$ cat src/rtl/gpu_sched_pkg.sv
// Shared types and default widths for the shader stage scheduler.
// Queue ids match the processor queue_number field.
package gpu_sched_pkg;

    typedef enum logic [2:0] {
        S_IDLE  = 3'd0,
        S_SEL   = 3'd1,
        S_READ  = 3'd2,
        S_LOAD  = 3'd3,
        S_FETCH = 3'd4,
        S_WAIT  = 3'd5
    } state_t;

    typedef enum logic [1:0] {
        Q_T = 2'd0,
        Q_L = 2'd1,
        Q_P = 2'd2
    } qid_t;

    localparam int PC_W_D    = 16;
    localparam int SIZE_W_D  = 16;
    localparam int DATA_W_D  = 256;
    localparam int AGE_MAX_D = 8;

endpackage

$ cat src/rtl/stage_scheduler_pick.sv
// Combinational queue picker: aged T > aged L > P > L > T.
// Age flags are tied low when aging is compiled out.
module sched_prio_pick
    import gpu_sched_pkg::*;
#(
    parameter int SIZE_W = SIZE_W_D
) (
    input  logic [SIZE_W-1:0] t_size,
    input  logic [SIZE_W-1:0] l_size,
    input  logic [SIZE_W-1:0] p_size,
    input  logic              t_aged,
    input  logic              l_aged,
    output logic              valid,
    output logic [1:0]        id
);

    logic t_go;
    logic l_go;
    logic p_go;

    assign t_go = (t_size != '0);
    assign l_go = (l_size != '0);
    assign p_go = (p_size != '0);

    // Priority select among the eligible (nonempty) queues
    always_comb begin
        valid = t_go | l_go | p_go;
        id    = Q_T;
        if (t_go && t_aged)
            id = Q_T;
        else if (l_go && l_aged)
            id = Q_L;
        else if (p_go)
            id = Q_P;
        else if (l_go)
            id = Q_L;
        else
            id = Q_T;
    end

endmodule

$ cat src/rtl/stage_scheduler.sv
// Stage scheduler: picks P/L/T queue, dequeues, bulk-loads regs, releases core.
// Optional starvation aging is enabled by defining SCHED_AGING_EN.
module stage_scheduler
    import gpu_sched_pkg::*;
#(
    parameter int PC_W    = PC_W_D,
    parameter int SIZE_W  = SIZE_W_D,
    parameter int DATA_W  = DATA_W_D
`ifdef SCHED_AGING_EN
    ,
    parameter int AGE_MAX = AGE_MAX_D
`endif
) (
    input  logic              clk,
    input  logic              rst,
    input  logic              req_new_pc,
    input  logic [SIZE_W-1:0] t_size,
    input  logic [SIZE_W-1:0] l_size,
    input  logic [SIZE_W-1:0] p_size,
    input  logic [PC_W-1:0]   t_pc,
    input  logic [PC_W-1:0]   l_pc,
    input  logic [PC_W-1:0]   p_pc,
    input  logic [DATA_W-1:0] t_ret_regs,
    input  logic [DATA_W-1:0] l_ret_regs,
    input  logic [DATA_W-1:0] p_ret_regs,
    output logic              t_reading,
    output logic              l_reading,
    output logic              p_reading,
    output logic [PC_W-1:0]   new_pc,
    output logic [DATA_W-1:0] queue_regs,
    output logic              writing_regs,
    output logic              pc_found,
    output logic              busy
);

    state_t            state;
    state_t            next;
    logic              pick_valid;
    logic [1:0]        pick_id;
    logic [1:0]        sel_id;
    logic              eval;
    logic              grant;
    logic              t_aged;
    logic              l_aged;
    logic [PC_W-1:0]   pc_mux;
    logic [DATA_W-1:0] regs_mux;

    sched_prio_pick #(
        .SIZE_W (SIZE_W)
    ) u_pick (
        .t_size (t_size),
        .l_size (l_size),
        .p_size (p_size),
        .t_aged (t_aged),
        .l_aged (l_aged),
        .valid  (pick_valid),
        .id     (pick_id)
    );

    assign eval  = (state == S_SEL) || (state == S_WAIT);
    assign grant = eval && pick_valid;

    // Next-state logic; WAIT re-polls the queues until one is nonempty
    always_comb begin
        next = state;
        unique case (state)
            S_IDLE:  if (req_new_pc) next = S_SEL;
            S_SEL,
            S_WAIT:  next = pick_valid ? S_READ : S_WAIT;
            S_READ:  next = S_LOAD;
            S_LOAD:  next = S_FETCH;
            S_FETCH: next = S_IDLE;
            default: next = S_IDLE;
        endcase
    end

    // Source muxes: PC by fresh pick, register image by latched choice
    always_comb begin
        pc_mux   = t_pc;
        regs_mux = t_ret_regs;
        unique case (pick_id)
            Q_P:     pc_mux = p_pc;
            Q_L:     pc_mux = l_pc;
            default: pc_mux = t_pc;
        endcase
        unique case (sel_id)
            Q_P:     regs_mux = p_ret_regs;
            Q_L:     regs_mux = l_ret_regs;
            default: regs_mux = t_ret_regs;
        endcase
    end

    // State register
    always_ff @(posedge clk) begin
        if (rst) state <= S_IDLE;
        else     state <= next;
    end

    // Registered outputs; each strobe is a one-cycle pulse
    always_ff @(posedge clk) begin
        if (rst) begin
            sel_id       <= Q_T;
            new_pc       <= '0;
            queue_regs   <= '0;
            t_reading    <= 1'b0;
            l_reading    <= 1'b0;
            p_reading    <= 1'b0;
            writing_regs <= 1'b0;
            pc_found     <= 1'b0;
            busy         <= 1'b0;
        end else begin
            busy         <= (next != S_IDLE);
            t_reading    <= grant && (pick_id == Q_T);
            l_reading    <= grant && (pick_id == Q_L);
            p_reading    <= grant && (pick_id == Q_P);
            writing_regs <= (state == S_READ);
            pc_found     <= (state == S_FETCH);
            if (grant) begin
                sel_id <= pick_id;
                new_pc <= pc_mux;
            end
            if (state == S_READ)
                queue_regs <= regs_mux;
        end
    end

`ifdef SCHED_AGING_EN
    localparam int AGE_W = $clog2(AGE_MAX + 1);
    localparam logic [AGE_W-1:0] AGE_TOP = AGE_W'(AGE_MAX);

    logic [AGE_W-1:0] t_age;
    logic [AGE_W-1:0] l_age;

    assign t_aged = (t_age == AGE_TOP);
    assign l_aged = (l_age == AGE_TOP);

    // Age L/T on each lost grant; clear on win
    always_ff @(posedge clk) begin
        if (rst) begin
            t_age <= '0;
            l_age <= '0;
        end else if (grant) begin
            if (pick_id == Q_T)
                t_age <= '0;
            else if (t_size != '0 && !t_aged)
                t_age <= t_age + 1'b1;
            if (pick_id == Q_L)
                l_age <= '0;
            else if (l_size != '0 && !l_aged)
                l_age <= l_age + 1'b1;
        end
    end
`else
    assign t_aged = 1'b0;
    assign l_aged = 1'b0;
`endif

endmodule

$ cat config.mk
export PLATFORM = sky130hd
export DESIGN_NAME = stage_scheduler
export DESIGN_NICKNAME = d
export VERILOG_FILES = /design/src/rtl/gpu_sched_pkg.sv /design/src/rtl/stage_scheduler_pick.sv /design/src/rtl/stage_scheduler.sv
export SDC_FILE = /design/constraint.sdc
export NUM_CORES = 1
export LEC_CHECK = 0
export ABC_AREA = 1
export BUFFER_PORTS_ARGS = -buffer_cell sky130_fd_sc_hd__buf_2
export CAP_MARGIN = 40
export CORE_AREA = 10 10 437 439
export DETAILED_ROUTE_END_ITERATION = 16
export DIE_AREA = 0 0 447 449
export HOLD_SLACK_MARGIN = 0.03
export PLACE_DENSITY_LB_ADDON = 0.3
export SYNTH_ARGS = -nofsm -noshare
export SYNTH_HDL_FRONTEND = slang
export SYNTH_SLANG_ARGS = --single-unit
export TNS_END_PERCENT = 50
$ cat constraint.sdc
create_clock -name clk -period 2.1 [get_ports clk]
set_input_delay 0.42 -clock clk [delete_from_list [all_inputs] [get_ports clk]]
set_output_delay 0.42 -clock clk [all_outputs]
set_load 0.01 [all_outputs]
==> flow_summary.ini <==
[outcome]
status = finished clean

[cells_and_area]
fillCellCount = 21200
areaGrowthSynthToFinish_pct = 78.2
drive_gt1_frac = 0.424
finalNetCount = 4053

[clocking]
cts_hold_repair.buffers = 78
ctsResizeCount = 0
path_clk_slew_ns = 0.06
worstSkewPairLatency_ns = 0.64
clockBufferDepth = 3
cts_tree = built
cts.sinks = 283
root_buffer = clkbuf_16
post-cts-setup-buffers = 0
htree_levels = 2
numCtsBuffers = 41

[routing]
route.detailed.drc = 0
drt_wl_total_um = 141000
dr.first_iter.drc_count = 1624
drt_pass1_iterations = 6
ant_nets = 0
vias_per_cell = 3.72
routedWlPerCell_um = 25.0
vias = 21000

[sta]
drv_slew = 0
fmax_mhz = 513
hold_viol_final = 0
setup_viol = 0
tightest_slew_ns = 0.667
rsz0062_at_grt = false
holdWs_ns = 0.0988
slew-limit-headroom = 0.555
fin_crit_ns = 1.95
skew_ns = 0.0426
fin_crit_sh = 0.929

[yosys]
seq_area_frac_synth = 0.386
synth_cell_type_count = 23
yosys_warnings = 0
avgSynthCellArea_um2 = 7.33
syn-num-nets = 2874
syn_inst = 2005
syn_area_um2 = 14700
synth_seq_cells = 283

[floorplan]
num_rows = 157
die_y_um = 449
dieArea_um2 = 201000
coreArea_um2 = 182000
ioPinCount = 1145
die_w_um = 447
start_util = 0.0806

[placed_design]
post-dp-hpwl_um = 119000
gp_congestion = 0.943
io_buffers = 1144

[global_routing]
antenna_found_initial = 98
grt_max_degree = 98
grt_pass1_wl_um = 184000
grt_overflow = 0
grt_usage = 0.132
grt_pass1_vias = 21000

[critical_path]
required_ns = 2.60
crit_top_cell = a21oi_1
cp-start-kind = flip-flop
crit_arrival_ns = 2.45
critPathKind = reg -> reg
slowest_delay_ns = 0.52
slowest_stage = a21oi_1
critPathCaptureType = flip-flop
cp_max_fo = 32
cp_cell_sequence = inv_1, ha_4, buf_12, buf_4, a21oi_1, a21oi_1

[pwr]
ir_worst_vdd_uv = 531
power_density_nw_per_um2 = 704
leakagePower_nw = 11.6
power_mw = 18.4

[worst_hold_path]
hp-class = in -> reg

[job]
drv_cap = 0
## registers in the layout, indices dropped and copies added, names as in the netlist
| signal | count |
|---|---|
| queue_regs | 256 |
| new_pc | 16 |
| state | 3 |
| sel_id | 2 |
| busy | 1 |
| l_reading | 1 |
| p_reading | 1 |
| pc_found | 1 |
| t_reading | 1 |
| writing_regs | 1 |
## power by group
group | total [mW] | switching [mW] | internal [mW]
logic | 4.82 | 2.86 | 1.96
clock network | 7.41 | 3.07 | 4.34
registers | 6.19 | 0.304 | 5.89
## path summary, 6_finish.rpt
check / start / cells after the start / slack (ns) / endpoint
worst min-delay path: t_ret_regs[167] / 3 / 0.1 / queue_regs[167]$_SDFFE_PP0P_
worst max-delay path: sel_id[0]$_SDFFE_PP0P_ / 6 / 0.15 / queue_regs[2]$_SDFFE_PP0P_
worst max register to register: sel_id[0]$_SDFFE_PP0P_ / 6 / 0.15 / queue_regs[2]$_SDFFE_PP0P_
worst min register to register: state[0]$_SDFF_PP0_ / 1 / 0.45 / pc_found$_SDFF_PP0_
## placed cells by master, fill, tap and decap left out, drive strengths merged, types with 37 or more instances in the layout
| master | n |
|---|---|
| a21oi | 515 |
| dfxtp | 283 |
| nand2 | 341 |
| dlygate4sd3 | 78 |
| buf | 1265 |
| nor2 | 70 |
| o21ai | 260 |
| nand3 | 37 |
| clkbuf | 54 |
| diode | 55 |
| a22o | 256 |
## cell type report
type | instances | area [um^2] | share of cell area
Antenna cell | 55 | 138 | 0.00526
Multi-Input combinational cell | 1484 | 8030 | 0.307
Timing Repair Buffer | 1343 | 7850 | 0.300
Inverter | 31 | 139 | 0.00531
Sequential cell | 283 | 5670 | 0.216
Clock inverter | 16 | 219 | 0.00837
Clock buffer | 54 | 1150 | 0.0438
Tap cell | 2385 | 2980 | 0.114
## layer usage
metal | vias up | GRT usage | part of all wire
met5 | - | 0 | 0.0017
met4 | 34 | 0.0561 | 0.039
met3 | 246 | 0.0584 | 0.11
met2 | 1092 | 0.210 | 0.46
met1 | 10000 | 0.152 | 0.39
li1 | 9643 | - | -
## synth_stat cells
library cell,count,share of area
nor2_4,3,0.0023
nor2_1,47,0.012
nand2_2,3,0.0013
inv_2,2,0.00051
buf_2,74,0.025
ha_1,2,0.0017
o21ai_0,214,0.073
nor2_2,20,0.0085
o211ai_1,1,0.00051
a21oi_1,515,0.18
nand2_1,336,0.086
nand3_1,37,0.013
a22o_1,256,0.15
inv_1,29,0.0074
dfxtp_1,283,0.39
buf_6,4,0.0031
clkbuf_1,117,0.030
buf_4,5,0.0026
buf_1,7,0.0018
nor4_1,1,0.00043
o21ai_1,46,0.016
nand4_1,1,0.00043
nand2_4,2,0.0015
## worst max-delay path: cells and delay by family, from the launching register on
family	cells	cell delay, ns
adders and majority gates	1	0.29
DFF	1	0.39
AOI/OAI and AO/OA	2	0.66
buffers and inverters	3	0.46
## per-stage QoR
step,util,std cells,setup WS (ns),instance area [um^2],setup TNS (ns)
3_5_place_dp,0.131,5448,-0.00226,23900,-0.00226
6_report,0.144,5651,0.149,26200,0
4_1_cts,0.143,5596,0.0189,26000,0
2_1_floorplan,-,2005,0.558,14700,0
5_1_grt,0.143,5620,0.0243,26100,0
3_3_place_gp,0.131,5448,-0.0145,23900,-0.0145
## kinds of logic after synthesis
logic type                 count (synthesis)  synth area share
AOI/OAI and AO/OA                       1032             0.417
adders and majority gates                  2           0.00170
buffers and inverters                    238            0.0704
DFF                                      283             0.386
and+or+nand+nor                          450             0.125
(Power assumes the default switching activity.)
